==> config.mk <==
export PLATFORM = sky130hd
export DESIGN_NAME = mem_ctrl
export DESIGN_NICKNAME = d
export VERILOG_FILES = /design/src/rtl/mem_ctrl_pkg.sv /design/src/rtl/mem_ctrl.sv
export SDC_FILE = /design/constraint.sdc
export NUM_CORES = 1
export LEC_CHECK = 0
export ABC_AREA = 1
export CAP_MARGIN = 40
export CORE_AREA = 3 3 223 181
export DETAILED_ROUTE_END_ITERATION = 8
export DIE_AREA = 0 0 226 184
export GPL_ROUTABILITY_DRIVEN = 0
export PLACE_DENSITY = 0.51
export SLEW_MARGIN = 20
export SYNTH_ARGS = -nofsm -noshare
export SYNTH_HDL_FRONTEND = slang
export SYNTH_SLANG_ARGS = --single-unit
==> constraint.sdc <==
create_clock -name clk -period 2.5 [get_ports clk]
set_input_delay 0.5 -clock clk [delete_from_list [all_inputs] [get_ports clk]]
set_output_delay 0.5 -clock clk [all_outputs]
set_load 0.02 [all_outputs]
==> src/rtl/mem_ctrl_pkg.sv <==
`default_nettype none
// ============================================================================
// Module      : mem_ctrl_pkg
// Description : Shared encodings for the byte-serial memory controller.
//               Provides the FSM state type, ls_size encodings, the requester
//               owner type, a zero word constant, and a helper that maps
//               ls_size onto a byte count.
// Revision    : 1.0 - initial release
// ============================================================================
package mem_ctrl_pkg;

    // Controller state; busy is simply "state != ST_IDLE".
    typedef enum logic [1:0] {
        ST_IDLE  = 2'd0,
        ST_READ  = 2'd1,
        ST_WRITE = 2'd2
    } state_t;

    // Which requester owns the transfer in flight.
    typedef enum logic {
        OWN_IF = 1'b0,
        OWN_LS = 1'b1
    } owner_t;

    // ls_size encodings. Encoding 0 is illegal and handled as a byte access.
    localparam logic [1:0] c_size_b = 2'd1;
    localparam logic [1:0] c_size_h = 2'd2;
    localparam logic [1:0] c_size_w = 2'd3;

    localparam logic [31:0] c_zero_word = 32'h0000_0000;

    // Byte count for a load/store of the given size.
    function automatic logic [2:0] size_to_bytes(input logic [1:0] size);
        logic [2:0] n;
        case (size)
            c_size_h: n = 3'd2;
            c_size_w: n = 3'd4;
            default:  n = 3'd1;
        endcase
        return n;
    endfunction

endpackage : mem_ctrl_pkg
`default_nettype wire

==> src/rtl/mem_ctrl.sv <==
`default_nettype none
// ============================================================================
// Module      : mem_ctrl
// Description : Byte-serial memory controller between the IF/MEM stages and
//               a single 8-bit RAM port. Load/store requests win arbitration
//               over fetches; 1/2/4-byte transfers are serialised one byte
//               per cycle and returned as zero-extended little-endian words
//               with a one-cycle completion pulse.
//
// Ports       : clk, rst             clock / synchronous active-high reset
//               rdy                  global enable, low freezes all state
//               if_req/if_addr       fetch request (always 4 bytes)
//               if_inst/if_pc        fetched word and its address
//               if_success           fetch-complete pulse
//               ls_req/ls_we/ls_addr/ls_size/ls_wdata  load/store request
//               ls_rdata/ls_done     load data and load/store-complete pulse
//               busy                 transfer in flight
//               mem_din/mem_dout/mem_a/mem_wr          RAM byte port
//
// Revision    : 1.0 - initial release
// ============================================================================
module mem_ctrl
    import mem_ctrl_pkg::*;
#(
    parameter int ADDR_WIDTH = 32,
    parameter int DATA_WIDTH = 32
) (
    input  logic                  clk,
    input  logic                  rst,
    input  logic                  rdy,

    input  logic                  if_req,
    input  logic [ADDR_WIDTH-1:0] if_addr,
    output logic [DATA_WIDTH-1:0] if_inst,
    output logic [ADDR_WIDTH-1:0] if_pc,
    output logic                  if_success,

    input  logic                  ls_req,
    input  logic                  ls_we,
    input  logic [ADDR_WIDTH-1:0] ls_addr,
    input  logic [1:0]            ls_size,
    input  logic [DATA_WIDTH-1:0] ls_wdata,
    output logic [DATA_WIDTH-1:0] ls_rdata,
    output logic                  ls_done,

    output logic                  busy,

    input  logic [7:0]            mem_din,
    output logic [7:0]            mem_dout,
    output logic [ADDR_WIDTH-1:0] mem_a,
    output logic                  mem_wr
);

    // ------------------------------------------------------------------
    // State
    // ------------------------------------------------------------------
    state_t                  r_state;
    owner_t                  r_owner;
    logic [2:0]              r_cnt;      // edges since accept (1..N)
    logic [2:0]              r_n;        // bytes in this transfer
    logic [ADDR_WIDTH-1:0]   r_base;
    logic [DATA_WIDTH-1:0]   r_wdata;
    logic [DATA_WIDTH-1:0]   r_buf;      // bytes 0..N-2 collected so far

    logic [ADDR_WIDTH-1:0]   r_mem_a;
    logic [7:0]              r_mem_dout;
    logic                    r_mem_wr;
    logic [DATA_WIDTH-1:0]   r_if_inst;
    logic [ADDR_WIDTH-1:0]   r_if_pc;
    logic                    r_if_success;
    logic [DATA_WIDTH-1:0]   r_ls_rdata;
    logic                    r_ls_done;
    logic                    r_busy;

    // ------------------------------------------------------------------
    // Combinational helpers
    // ------------------------------------------------------------------
    logic                    w_req_any;
    logic                    w_sel_ls;
    logic [2:0]              w_req_n;
    logic                    w_last;
    logic [ADDR_WIDTH-1:0]   w_next_a;
    logic [1:0]              w_cap_idx;
    logic [4:0]              w_cap_pos;
    logic [4:0]              w_wr_pos;
    logic [7:0]              w_wr_byte;
    logic [DATA_WIDTH-1:0]   w_word;

    assign w_sel_ls  = ls_req;
    assign w_req_any = ls_req | if_req;
    assign w_req_n   = w_sel_ls ? size_to_bytes(ls_size) : 3'd4;
    assign w_last    = (r_cnt == r_n);
    assign w_next_a  = r_base + ADDR_WIDTH'(r_cnt);

    // mem_din at edge Ek holds the byte addressed at edge E(k-1), i.e.
    // byte k-1. For k = 4 the two-bit wrap gives index 3.
    assign w_cap_idx = r_cnt[1:0] - 2'd1;
    assign w_cap_pos = {w_cap_idx, 3'b000};

    // Store byte k goes out at edge Ek (k < N, so k is 1..3 here).
    assign w_wr_pos  = {r_cnt[1:0], 3'b000};
    assign w_wr_byte = r_wdata[w_wr_pos +: 8];

    // Final word: collected bytes plus the last byte straight off mem_din.
    // Bytes at or above N stay zero because r_buf is cleared on accept.
    always_comb begin
        w_word                = r_buf;
        w_word[w_cap_pos +: 8] = mem_din;
    end

    // ------------------------------------------------------------------
    // Controller FSM
    // ------------------------------------------------------------------
    always_ff @(posedge clk) begin
        if (rst) begin
            r_state      <= ST_IDLE;
            r_owner      <= OWN_IF;
            r_cnt        <= 3'd0;
            r_n          <= 3'd0;
            r_base       <= '0;
            r_wdata      <= '0;
            r_buf        <= '0;
            r_mem_a      <= '0;
            r_mem_dout   <= 8'h00;
            r_mem_wr     <= 1'b0;
            r_if_inst    <= '0;
            r_if_pc      <= '0;
            r_if_success <= 1'b0;
            r_ls_rdata   <= '0;
            r_ls_done    <= 1'b0;
            r_busy       <= 1'b0;
        end else if (rdy) begin
            r_if_success <= 1'b0;
            r_ls_done    <= 1'b0;

            case (r_state)
                ST_IDLE: begin
                    if (w_req_any) begin
                        r_base   <= w_sel_ls ? ls_addr : if_addr;
                        r_n      <= w_req_n;
                        r_owner  <= w_sel_ls ? OWN_LS : OWN_IF;
                        r_wdata  <= ls_wdata;
                        r_buf    <= '0;
                        r_cnt    <= 3'd1;
                        r_mem_a  <= w_sel_ls ? ls_addr : if_addr;
                        r_busy   <= 1'b1;
                        if (w_sel_ls && ls_we) begin
                            r_mem_wr   <= 1'b1;
                            r_mem_dout <= ls_wdata[7:0];
                            r_state    <= ST_WRITE;
                        end else begin
                            r_mem_wr   <= 1'b0;
                            r_state    <= ST_READ;
                        end
                    end else begin
                        r_mem_wr <= 1'b0;
                    end
                end

                ST_READ: begin
                    if (w_last) begin
                        if (r_owner == OWN_IF) begin
                            r_if_inst    <= w_word;
                            r_if_pc      <= r_base;
                            r_if_success <= 1'b1;
                        end else begin
                            r_ls_rdata   <= w_word;
                            r_ls_done    <= 1'b1;
                        end
                        r_cnt   <= 3'd0;
                        r_busy  <= 1'b0;
                        r_state <= ST_IDLE;
                    end else begin
                        r_buf[w_cap_pos +: 8] <= mem_din;
                        r_mem_a <= w_next_a;
                        r_cnt   <= r_cnt + 3'd1;
                    end
                end

                ST_WRITE: begin
                    if (w_last) begin
                        r_mem_wr  <= 1'b0;
                        r_ls_done <= 1'b1;
                        r_cnt     <= 3'd0;
                        r_busy    <= 1'b0;
                        r_state   <= ST_IDLE;
                    end else begin
                        r_mem_a    <= w_next_a;
                        r_mem_dout <= w_wr_byte;
                        r_mem_wr   <= 1'b1;
                        r_cnt      <= r_cnt + 3'd1;
                    end
                end

                default: begin
                    r_mem_wr <= 1'b0;
                    r_cnt    <= 3'd0;
                    r_busy   <= 1'b0;
                    r_state  <= ST_IDLE;
                end
            endcase
        end
    end

    // ------------------------------------------------------------------
    // Outputs
    // ------------------------------------------------------------------
    assign mem_a      = r_mem_a;
    assign mem_dout   = r_mem_dout;
    assign mem_wr     = r_mem_wr;
    assign if_inst    = r_if_inst;
    assign if_pc      = r_if_pc;
    assign if_success = r_if_success;
    assign ls_rdata   = r_ls_rdata;
    assign ls_done    = r_ls_done;
    assign busy       = r_busy;

endmodule : mem_ctrl
`default_nettype wire

# Yosys cells after proc, flatten, opt, wreduce, memory -nomap -nowiden
# Index checks and enable logic that the tools add are counted.
[totals]
ff_bits = 245
inputBits = 112
out_inout_bits = 140
elab_cells = 88
[classes]
addsub = 4
n_eq_ne = 11
shifts = 3
mux = 36
n_bitwise = 3
n_reduce_logical = 15
[op_table]
columns = ["cell", "n"]
rows = [
  ["32-bit two-way mux", 5],
  ["32-bit case mux with 2 select lines", 2],
  ["32-bit by 3-bit adder with 32-bit output", 1],
  ["32-bit bitwise mux", 1],
  ["8-bit by 7-bit variable shift with 32-bit output, first input constant", 1],
  ["32-bit by 6-bit variable part select with 8-bit output", 1],
  ["8-bit by 7-bit variable part select with 32-bit output", 1],
  ["8-bit two-way mux", 3],
  ["8-bit case mux with 2 select lines", 1],
  ["4-bit AND reduction", 4],
  ["1-bit two-way mux", 12],
  ["3-bit case mux with 2 select lines", 2],
  ["2-bit inequality test, second input constant", 5],
  ["3-bit two-way mux", 3],
  ["5-bit negation with 7-bit output", 1],
  ["2-bit == test, second input constant", 3],
  ["2-bit two-way mux", 3],
  ["3-bit AND reduction", 2],
  ["2-bit nonzero test", 3],
  ["5-bit AND reduction", 1],
  ["1-bit case mux with 2 select lines", 2],
  ["2-bit case mux with 2 select lines", 1],
  ["2-bit AND reduction", 2],
  ["3-bit by 1-bit adder with 3-bit output, second input constant", 1],
  ["10 further kinds", 11],
]

# Longest topological paths before layout
# Gate-level depths: netlist of the first run.
[logic_depth]
ltp_word = 6
mapped_depth = 12
ltp_nobuf = 12

# Worst setup path before layout of the first run
# No wires, ideal clock.
[synth_path]
path_type = "flip-flop to flip-flop"
start = "register r_cnt[1]"
end = "register r_buf[18]"
setup_time_ns = 0.070
arrival_time_ns = 1.962
required_ns = 2.430
slack_ns = 0.468
stages_incl_launch_ff = 10
path_buffers = 2
synth_period_minus_slack_ns = 2.032
cell_sequence = "dfxtp_1 -> clkbuf_1 -> inv_1 -> ha_1 -> clkbuf_1 -> inv_1 -> nand4_2 -> o21ai_0 -> nand3_1 -> a21oi_1"
[synth_via]
elab_chain_cells = 6
word_cells_on_any_way = 10
classes_between = "add/sub: 2; eq/ne: 2; shift: 2; mux: 3; reduce/logical: 1"
[synth_lines]
columns = ["element", "line_no", "rtl"]
rows = [
  ["from (decl)", "mem_ctrl.sv:59", "logic [2:0] r_cnt;"],
  ["from (signal assigned)", "mem_ctrl.sv:176", "r_cnt <= r_cnt + 3'd1;"],
  ["from (signal assigned)", "mem_ctrl.sv:191", "r_cnt <= r_cnt + 3'd1;"],
  ["2-bit by 1-bit subtractor with 2-bit output", "mem_ctrl.sv:97", "assign w_cap_idx = r_cnt[1:0] - 2'd1;"],
  ["5-bit negation with 7-bit output", "mem_ctrl.sv:174", "r_buf[w_cap_pos +: 8] <= mem_din;"],
  ["8-bit by 7-bit variable part select with 32-bit output or 8-bit by 7-bit variable shift with 32-bit output (tied branches)", "mem_ctrl.sv:174", ""],
  ["32-bit bitwise mux", "mem_ctrl.sv:174", ""],
  ["32-bit two-way mux", "mem_ctrl.sv:161", "if (w_last) begin"],
  ["32-bit case mux with 2 select lines", "mem_ctrl.sv:136", "case (r_state)"],
  ["to (signal, indexed assignment)", "mem_ctrl.sv:174", ""],
  ["to (decl)", "mem_ctrl.sv:63", "logic [DATA_WIDTH-1:0] r_buf;"],
]
# Parallel ways exist; a longest one is shown, timed or not. The select of a mux whose other input is x is not followed.
# A chain may end at the register's enable or synchronous reset.

# Final worst setup path of the first run
[layout_path]
start = "register r_cnt[0]"
end = "register r_if_inst[2], in the netlist if_inst[2]"
[layout_via]
elab_chain_cells = 4
word_cells_on_any_way = 7
classes_between = "add/sub: 2; eq/ne: 1; shift: 2; mux: 1; reduce/logical: 1"
[layout_lines]
columns = ["element", "line_no", "rtl"]
rows = [
  ["2-bit by 1-bit subtractor with 2-bit output", "mem_ctrl.sv:97", ""],
  ["5-bit negation with 7-bit output", "mem_ctrl.sv:108", "w_word[w_cap_pos +: 8] = mem_din;"],
  ["8-bit by 7-bit variable part select with 32-bit output or 8-bit by 7-bit variable shift with 32-bit output (tied branches)", "mem_ctrl.sv:108", ""],
  ["32-bit bitwise mux", "mem_ctrl.sv:108", ""],
  ["to (signal assigned)", "mem_ctrl.sv:163", "r_if_inst <= w_word;"],
  ["to (decl)", "mem_ctrl.sv:68", "logic [DATA_WIDTH-1:0] r_if_inst;"],
]
# Parallel ways exist; a longest one is shown, timed or not.

==> results of run 1 <==
power by group:
| part | internal (uW) | switching (uW) | total [uW] | leakage, uW |
|---|---|---|---|---|
| Combinational | 928 | 1550 | 2480 | 0.00322 |
| Clock | 2420 | 1700 | 4120 | 0.000449 |
| Sequential | 4180 | 230 | 4410 | 0.00199 |
placed cells by master (no fill, tap or decap), drive strengths merged, types with 3 or more instances in the layout:
master / netlist / layout
nor3: 3 / 3
clkdlybuf4s50: 0 / 249
dfxtp: 245 / 245
nand3: 151 / 151
xnor2: 5 / 5
o22ai: 33 / 33
nand4: 7 / 7
clkinv: 4 / 13
a211oi: 13 / 13
ha: 12 / 12
nor2: 197 / 197
clkinvlp: 0 / 3
clkbuf: 54 / 37
nand2: 356 / 356
a21oi: 207 / 207
o21ai: 151 / 151
inv: 152 / 152
xor2: 3 / 3
mux2i: 14 / 14
buf: 52 / 41
critical path: cells and delay by family, from the launching register on:
kind / cells / cell delay [ps]
fa+ha+maj: 1 / 360
buf+inv: 2 / 340
simple gates: 2 / 540
flops: 1 / 380
compound gates: 2 / 630
cells by family after synthesis:
group | after synthesis | synth area share (%)
XOR/XNOR | 8 | 0.610
AO/OA/AOI/OAI | 407 | 18.6
adder cells (fa/ha/maj) | 13 | 1.48
buffers and inverters | 262 | 9.45
flip-flops | 245 | 42.7
multiplexers | 14 | 1.22
AND/OR/NAND/NOR | 717 | 26.0
flip-flops by register name, indices dropped and copies added, names as in the netlist:
name / flops
r_buf: 32
mem_a: 32
ls_done: 1
r_cnt: 3
ls_rdata: 32
if_inst: 32
r_n: 3
r_state: 2
r_base: 32
mem_dout: 8
if_pc: 32
mem_wr: 1
busy: 1
if_success: 1
r_wdata: 32
r_owner: 1
routing by layer:
metal	up-vias	track usage (%)	share of wire [%]
met1	5507	29.1	49
met3	40	4.63	8.2
met4	0	3.58	1.6
li1	5896	-	-
met5	-	0	0
met2	412	28.2	41
stage by stage:
stage	setup TNS, ps	cell area, sq um	cells	util, %	hold WS, ps
final	0	15400	2396	40.4	446
after floorplan	0	11500	1666	-	439
after global routing	-117	15400	2396	40.4	459
after global placement	0	14500	2344	37.9	436
after CTS	0	15400	2395	40.3	450
after detailed placement	0	14500	2344	37.9	440
worst min-delay path by stage:
stage	startpoint	to	slack [ps]	cells after the start
after floorplan	r_buf[10]$_SDFFE_PP0P_	r_buf[10]$_SDFFE_PP0P_	440	2
after global placement	ls_rdata[0]$_SDFFE_PP0P_	ls_rdata[0]$_SDFFE_PP0P_	440	2
after detailed placement	ls_rdata[29]$_SDFFE_PP0P_	ls_rdata[29]$_SDFFE_PP0P_	440	2
after CTS	ls_rdata[29]$_SDFFE_PP0P_	ls_rdata[29]$_SDFFE_PP0P_	450	2
after global routing	ls_rdata[29]$_SDFFE_PP0P_	ls_rdata[29]$_SDFFE_PP0P_	460	2
final	ls_rdata[17]$_SDFFE_PP0P_	ls_rdata[17]$_SDFFE_PP0P_	450	2
area by class of cell:
type | count | area (sq um)
Tap cell | 495 | 619
Fill cell | 4021 | 22800
Sequential cell | 245 | 4900
Clock inverter | 14 | 135
Clock buffer | 37 | 786
Inverter | 156 | 586
Multi-Input combinational cell | 1159 | 5500
Timing Repair Buffer | 290 | 2910
==> impl_metrics.prom, run 1 <==
# TYPE chip_impl_metric gauge
chip_impl_metric{name="path_clk_slew",unit="ps"} 60
chip_impl_metric{name="count_of_mapped_cells_out_of_synthesis",unit=""} 1666
chip_impl_metric{name="mappedNetlistArea",unit="sq um"} 11500
chip_impl_metric{name="first_global_vias",unit=""} 11000
chip_impl_metric{name="clk_latency",unit="ps"} 550
chip_impl_metric{name="vdd_drop_max",unit="uV"} 457
chip_impl_info{name="timing.critical_path.from_type",value="register"} 1
chip_impl_info{name="cpMaxStageDelayCell",value="sky130_fd_sc_hd__o22ai_1"} 1
chip_impl_metric{name="min_period_over_period",unit="%"} 93.1
chip_impl_metric{name="synth_top_cell_area_share",unit="%"} 42.7
chip_impl_metric{name="reg2reg_depth",unit=""} 7
chip_impl_metric{name="hold_viol_final",unit=""} 0
chip_impl_metric{name="max_stage_delay",unit="ps"} 460
chip_impl_info{name="path_cells",value="buf_4, clkinv_1, ha_1, nand4_1, o22ai_1, nand3_1, a21oi_1"} 1
chip_impl_metric{name="synthDistinctLibCells",unit=""} 36
chip_impl_metric{name="routedWlPerCell",unit="microns"} 17.4
chip_impl_metric{name="highest_achievable_clock_rate",unit="GHz"} 0.430
chip_impl_metric{name="slew-limit-headroom",unit="%"} 53.1
chip_impl_metric{name="report.final.setup_viol",unit=""} 0
chip_impl_metric{name="via_total_after_detailed_routing",unit=""} 11900
chip_impl_info{name="setup.worst_path.class",value="reg -> reg"} 1
chip_impl_metric{name="detailedRoute.firstPassIterationCount",unit=""} 6
chip_impl_metric{name="async_flop_share",unit="%"} 0
chip_impl_info{name="hold_path_class",value="reg -> reg"} 1
chip_impl_metric{name="antenna_found_initial",unit=""} 0
chip_impl_metric{name="cp_data_required_time",unit="ps"} 2970
chip_impl_metric{name="cts_buffer_depth",unit=""} 3
chip_impl_metric{name="fp.dieArea",unit="sq um"} 41600
chip_impl_info{name="rr_startpoint",value="r_cnt[0]$_SDFFE_PP0P_"} 1
chip_impl_metric{name="setup.reg_to_reg.worst_slack",unit="ps"} 170
chip_impl_info{name="critPathLaunch",value="r_cnt[0]$_SDFFE_PP0P_"} 1
chip_impl_metric{name="timing.final.max_slew_violations",unit=""} 0
chip_impl_metric{name="synth.yosys.warnings",unit=""} 0
chip_impl_metric{name="powerDensity",unit="nW/um^2"} 713
chip_impl_metric{name="clkSinkCount",unit=""} 245
chip_impl_metric{name="syn_avg_cell_area",unit="sq um"} 6.89
chip_impl_info{name="synth_commonest_cells",value="355 x sky130_fd_sc_hd__nand2_1, 245 x sky130_fd_sc_hd__dfxtp_1, 207 x sky130_fd_sc_hd__a21oi_1"} 1
chip_impl_metric{name="fin_crit_period",unit="ps"} 2330
chip_impl_info{name="critPathCapture",value="if_inst[2]$_SDFFE_PP0P_"} 1
chip_impl_metric{name="critPathMaxFanout",unit=""} 8
chip_impl_metric{name="cts_max_level",unit=""} 1
chip_impl_metric{name="tightestPinTransition",unit="ps"} 704
chip_impl_metric{name="die_w",unit="microns"} 226
chip_impl_metric{name="dp_worst_setup_slack",unit="ps"} 45.4
chip_impl_metric{name="num_antenna_cells",unit=""} 0
chip_impl_metric{name="final_antenna_net_count",unit=""} 0
chip_impl_metric{name="timing.final.ws_setup",unit="ps"} 173
chip_impl_info{name="ys.flop_type",value="sky130_fd_sc_hd__dfxtp_1"} 1
chip_impl_metric{name="cts_resizes",unit=""} 0
chip_impl_info{name="rsz0062_at_grt",value="true"} 1
chip_impl_metric{name="dieHeight",unit="microns"} 184
chip_impl_metric{name="grt_first_pass_wirelength",unit="mm"} 64.3
chip_impl_metric{name="cts_hold_repair.buffers",unit=""} 0
chip_impl_metric{name="max_cap_violations",unit=""} 0
chip_impl_metric{name="wl",unit="mm"} 41.6
chip_impl_metric{name="dp_hpwl",unit="mm"} 29.7
chip_impl_metric{name="global_route.usage.total",unit="%"} 19.4
chip_impl_metric{name="cp.arrival",unit="ps"} 2800
chip_impl_info{name="netlist_top_cells_area",value="sky130_fd_sc_hd__dfxtp_1 43%, sky130_fd_sc_hd__nand2_1 12%, sky130_fd_sc_hd__a21oi_1 9.0%, sky130_fd_sc_hd__nand3_1 6.5%, sky130_fd_sc_hd__nor2_1 6.3%"} 1
chip_impl_info{name="clk_root_buffer_cell",value="sky130_fd_sc_hd__clkbuf_16"} 1
chip_impl_metric{name="synth_seq_cells",unit=""} 245
chip_impl_metric{name="starting_density",unit="%"} 30.1
chip_impl_metric{name="core",unit="sq um"} 38200
chip_impl_metric{name="grt_max_degree",unit=""} 139
chip_impl_metric{name="fin_skew",unit="ps"} 17.2
chip_impl_metric{name="design.final.nets",unit=""} 2005
chip_impl_metric{name="postSynthNetCount",unit=""} 1791
chip_impl_metric{name="row_count",unit=""} 64
chip_impl_metric{name="final_layout_size_suffix_gt1_share",unit="%"} 5.73
chip_impl_metric{name="drt-initial-drc-count",unit=""} 1023
chip_impl_info{name="cell_with_the_most_instances_after_synthesis",value="sky130_fd_sc_hd__nand2_1"} 1
chip_impl_metric{name="cts_setup_buffers",unit=""} 0
chip_impl_metric{name="area_delta_synth_final",unit="%"} 34.5
chip_impl_metric{name="remaining_drc_errors",unit=""} 0
chip_impl_metric{name="cts_inserted_buffers",unit=""} 28
chip_impl_info{name="critPathCaptureType",value="register"} 1
chip_impl_metric{name="buffer_ports.inserted",unit=""} 251
chip_impl_metric{name="ys_seq_area_share",unit="%"} 42.7
chip_impl_info{name="status",value="finished, final reports clean"} 1
chip_impl_metric{name="report.power.total",unit="uW"} 11000
chip_impl_metric{name="vias_per_cell",unit=""} 4.95
chip_impl_info{name="clock_tree_from_tritoncts",value="yes"} 1
chip_impl_metric{name="leakage_power_total",unit="uW"} 0.00566
chip_impl_metric{name="globalRouteOverflowTotal",unit=""} 0
chip_impl_metric{name="synth_enable_flop_cells",unit=""} 0
chip_impl_info{name="netlist.top_cell.by_area",value="sky130_fd_sc_hd__dfxtp_1"} 1
chip_impl_metric{name="io_pins",unit=""} 252
chip_impl_info{name="r2r-end",value="if_inst[2]$_SDFFE_PP0P_"} 1
Power figures use the tool's default switching activity.
==> run 2, diff against run 1 <==
- ABC_AREA: 1 -> default
- CORE_AREA: 3 3 223 181 -> 3 3 218 177
- DIE_AREA: 0 0 226 184 -> 0 0 221 180
- SLEW_MARGIN: 20 -> default
==> impl_metrics.prom, run 2 <==
# TYPE chip_impl_metric gauge
chip_impl_info{name="timing.critical_path.from_type",value="register"} 1
chip_impl_metric{name="cp_data_required_time",unit="ps"} 2970
chip_impl_metric{name="critPathMaxFanout",unit=""} 11
chip_impl_info{name="rsz0062_at_grt",value="false"} 1
chip_impl_metric{name="mappedNetlistArea",unit="sq um"} 10900
chip_impl_metric{name="report.final.setup_viol",unit=""} 0
chip_impl_metric{name="async_flop_share",unit="%"} 0
chip_impl_metric{name="min_period_over_period",unit="%"} 93.8
chip_impl_metric{name="vdd_drop_max",unit="uV"} 410
chip_impl_info{name="clock_tree_from_tritoncts",value="yes"} 1
chip_impl_metric{name="fin_crit_period",unit="ps"} 2350
chip_impl_metric{name="antenna_found_initial",unit=""} 2
chip_impl_info{name="ys.flop_type",value="sky130_fd_sc_hd__dfxtp_1"} 1
chip_impl_metric{name="core",unit="sq um"} 36700
chip_impl_info{name="path_cells",value="buf_4, ha_1, nand3_1, a2111oi_0, buf_4, nand4_1, xor2_1, o22ai_1"} 1
chip_impl_metric{name="globalRouteOverflowTotal",unit=""} 0
chip_impl_metric{name="dp_hpwl",unit="mm"} 25.2
chip_impl_info{name="layout.cells.most_common_list",value="249 x sky130_fd_sc_hd__clkdlybuf4s50_1, 245 x sky130_fd_sc_hd__dfxtp_1, 174 x sky130_fd_sc_hd__nand2_1"} 1
chip_impl_metric{name="ys_seq_area_share",unit="%"} 44.8
chip_impl_metric{name="synth.yosys.warnings",unit=""} 0
chip_impl_info{name="netlist_top_cells_area",value="sky130_fd_sc_hd__dfxtp_1 45%, sky130_fd_sc_hd__nand2_1 6.0%, sky130_fd_sc_hd__nor2_1 5.9%, sky130_fd_sc_hd__a21oi_1 5.8%, sky130_fd_sc_hd__a211oi_1 4.8%"} 1
chip_impl_metric{name="path_buf_inv",unit=""} 2
chip_impl_metric{name="dp_worst_setup_slack",unit="ps"} 76.7
chip_impl_metric{name="synth_seq_cells",unit=""} 245
chip_impl_metric{name="clk_latency",unit="ps"} 560
chip_impl_metric{name="max_cap_violations",unit=""} 0
chip_impl_metric{name="design.final.nets",unit=""} 1636
chip_impl_info{name="setup.worst_path.class",value="reg -> reg"} 1
chip_impl_info{name="clk_root_buffer_cell",value="sky130_fd_sc_hd__clkbuf_16"} 1
chip_impl_metric{name="cts_hold_repair.buffers",unit=""} 0
chip_impl_metric{name="detailedRoute.firstPassIterationCount",unit=""} 5
chip_impl_metric{name="cts_setup_buffers",unit=""} 0
chip_impl_metric{name="cp.arrival",unit="ps"} 2820
chip_impl_metric{name="io_pins",unit=""} 252
chip_impl_metric{name="path_clk_slew",unit="ps"} 60
chip_impl_metric{name="fp.dieArea",unit="sq um"} 39800
chip_impl_metric{name="finish.utilization",unit="%"} 41.2
chip_impl_info{name="cpMaxStageDelayCell",value="sky130_fd_sc_hd__a2111oi_0"} 1
chip_impl_metric{name="row_count",unit=""} 63
chip_impl_info{name="synth_commonest_cells",value="245 x sky130_fd_sc_hd__dfxtp_1, 174 x sky130_fd_sc_hd__nand2_1, 172 x sky130_fd_sc_hd__nor2_1"} 1
chip_impl_info{name="cpLargestDelayFamily",value="compound AO/OA/AOI/OAI gates"} 1
chip_impl_metric{name="fin_skew",unit="ps"} 15.3
chip_impl_metric{name="hold_viol_final",unit=""} 0
chip_impl_metric{name="routedWlPerCell",unit="microns"} 17.8
chip_impl_metric{name="tightestPinTransition",unit="ps"} 745
chip_impl_metric{name="drt-initial-drc-count",unit=""} 595
chip_impl_metric{name="highest_achievable_clock_rate",unit="GHz"} 0.426
chip_impl_metric{name="syn_avg_cell_area",unit="sq um"} 8.62
chip_impl_metric{name="postSynthNetCount",unit=""} 1395
chip_impl_metric{name="grt_max_degree",unit=""} 110
chip_impl_metric{name="leakage_power_total",unit="uW"} 0.00556
chip_impl_metric{name="wl",unit="mm"} 35.9
chip_impl_info{name="final_common_cell",value="sky130_fd_sc_hd__clkdlybuf4s50_1"} 1
chip_impl_metric{name="final_layout_size_suffix_gt1_share",unit="%"} 11.0
chip_impl_metric{name="powerDensity",unit="nW/um^2"} 668
chip_impl_metric{name="remaining_drc_errors",unit=""} 0
chip_impl_metric{name="starting_density",unit="%"} 29.8
chip_impl_info{name="status",value="finished, final reports clean"} 1
chip_impl_metric{name="count_of_mapped_cells_out_of_synthesis",unit=""} 1270
chip_impl_metric{name="timing.final.max_slew_violations",unit=""} 0
chip_impl_info{name="crit_path_frequent_cell",value="sky130_fd_sc_hd__buf_4"} 1
chip_impl_metric{name="global_route.usage.total",unit="%"} 17.4
chip_impl_metric{name="first_global_vias",unit=""} 9680
chip_impl_metric{name="die_w",unit="microns"} 221
chip_impl_info{name="hold_path_class",value="in -> reg"} 1
chip_impl_metric{name="via_total_after_detailed_routing",unit=""} 9882
chip_impl_metric{name="vias_per_cell",unit=""} 4.89
chip_impl_metric{name="clkSinkCount",unit=""} 245
chip_impl_info{name="netlist.top_cell.by_area",value="sky130_fd_sc_hd__dfxtp_1"} 1
chip_impl_info{name="cell_with_the_most_instances_after_synthesis",value="sky130_fd_sc_hd__dfxtp_1"} 1
chip_impl_metric{name="buffer_ports.inserted",unit=""} 251
chip_impl_metric{name="cts_buffer_depth",unit=""} 3
chip_impl_metric{name="cts_resizes",unit=""} 0
chip_impl_metric{name="cts_max_level",unit=""} 1
chip_impl_metric{name="synth_top_cell_area_share",unit="%"} 44.8
chip_impl_info{name="critPathCaptureType",value="register"} 1
chip_impl_metric{name="timing.final.ws_setup",unit="ps"} 154
chip_impl_metric{name="grt_first_pass_wirelength",unit="mm"} 56.4
chip_impl_metric{name="synth_enable_flop_cells",unit=""} 0
chip_impl_metric{name="synthDistinctLibCells",unit=""} 60
chip_impl_metric{name="dieHeight",unit="microns"} 180
chip_impl_metric{name="final_cell_area",unit="sq um"} 15100
chip_impl_metric{name="placement_cell_area",unit="sq um"} 14200
chip_impl_metric{name="setup-tns-final",unit="ps"} 0
chip_impl_metric{name="cts_inserted_buffers",unit=""} 28
chip_impl_metric{name="final_antenna_net_count",unit=""} 0
chip_impl_metric{name="slew-limit-headroom",unit="%"} 49.9
chip_impl_metric{name="area_delta_synth_final",unit="%"} 38.2
chip_impl_metric{name="max_stage_delay",unit="ps"} 490
==> run 2: cell count changes after synthesis, moves of 43 or more <==
cell                       delta
sky130_fd_sc_hd__a211oi_1    +57
sky130_fd_sc_hd__nand3_1    -130
sky130_fd_sc_hd__nand2_1    -181
sky130_fd_sc_hd__o21ai_1     -43
sky130_fd_sc_hd__a21oi_1     -81
sky130_fd_sc_hd__inv_1      -107
sky130_fd_sc_hd__o21ai_0     -87
==> run 2: worst reg2reg max path, delay by kind of cell (launching register included) <==
family,cells,cell delay [ps]
fa+ha+maj,1,300
compound gates,2,640
flops,1,350
xor+xnor,1,220
simple gates,2,320
buf+inv,2,430
==> run 2: through the flow <==
stage          instances  hold slack (ps)  power, uW
2_1_floorplan       1270              433       5260
3_3_place_gp        1964              434       6050
3_5_place_dp        1966              445       6070
4_1_cts             2017              249      10300
5_1_grt             2020              276      10600
6_report            2020              291      10100
==> run 2: final cells by class <==
| type | count | area (sq um) |
|---|---|---|
| tap | 487 | 609 |
| multi-input combinational | 886 | 5440 |
| clock buffer | 41 | 811 |
| clock inverter | 10 | 109 |
| antenna | 1 | 2.50 |
| fill | 3703 | 21600 |
| inverter | 41 | 154 |
| sequential | 245 | 4900 |
| timing repair buffer | 309 | 3090 |
==> run 2: power breakdown <==
| group | internal (uW) | total, uW | leakage (uW) | switching [uW] |
|---|---|---|---|---|
| clock network | 2450 | 4120 | 0.000448 | 1670 |
| registers | 4110 | 4290 | 0.00199 | 179 |
| logic | 753 | 1690 | 0.00312 | 941 |
| total | 7310 | 10100 | 0.00556 | 2790 |
==> run 2: worst paths after layout <==
| check | from | endpoint | slack, ps | cells after the start |
|---|---|---|---|---|
| max | r_cnt[1]$_SDFFE_PP0P_ | mem_a[31]$_SDFFE_PP0P_ | 150 | 8 |
| max reg2reg | r_cnt[1]$_SDFFE_PP0P_ | mem_a[31]$_SDFFE_PP0P_ | 150 | 8 |
| min | rst | r_base[20]$_SDFFE_PP0P_ | 290 | 2 |
| min reg2reg | r_wdata[12]$_SDFFE_PP0P_ | r_wdata[12]$_SDFFE_PP0P_ | 450 | 2 |
==> run 2: routing by layer <==
metal / GRT usage (%) / vias up / wire (microns)
met1: 24.5 / 4664 / 17200
met2: 27.2 / 239 / 15800
li1: - / 4927 / -
met5: 0 / - / 12
met4: 4.20 / 2 / 769
met3: 3.90 / 50 / 2090
==> run 2: kinds of logic (layout without fill, tap and decap cells) <==
family / after synthesis / count (layout) / synth area share (%)
xor gates and xnor gates: 22 / 22 / 1.83
other: 0 / 1 / 0
AOI/OAI and AO/OA: 325 / 325 / 20.5
muxes: 60 / 60 / 6.55
adders and majority gates: 13 / 13 / 1.55
buffers and inverters: 139 / 401 / 5.61
DFF: 245 / 245 / 44.8
and+or+nand+nor: 466 / 466 / 19.1
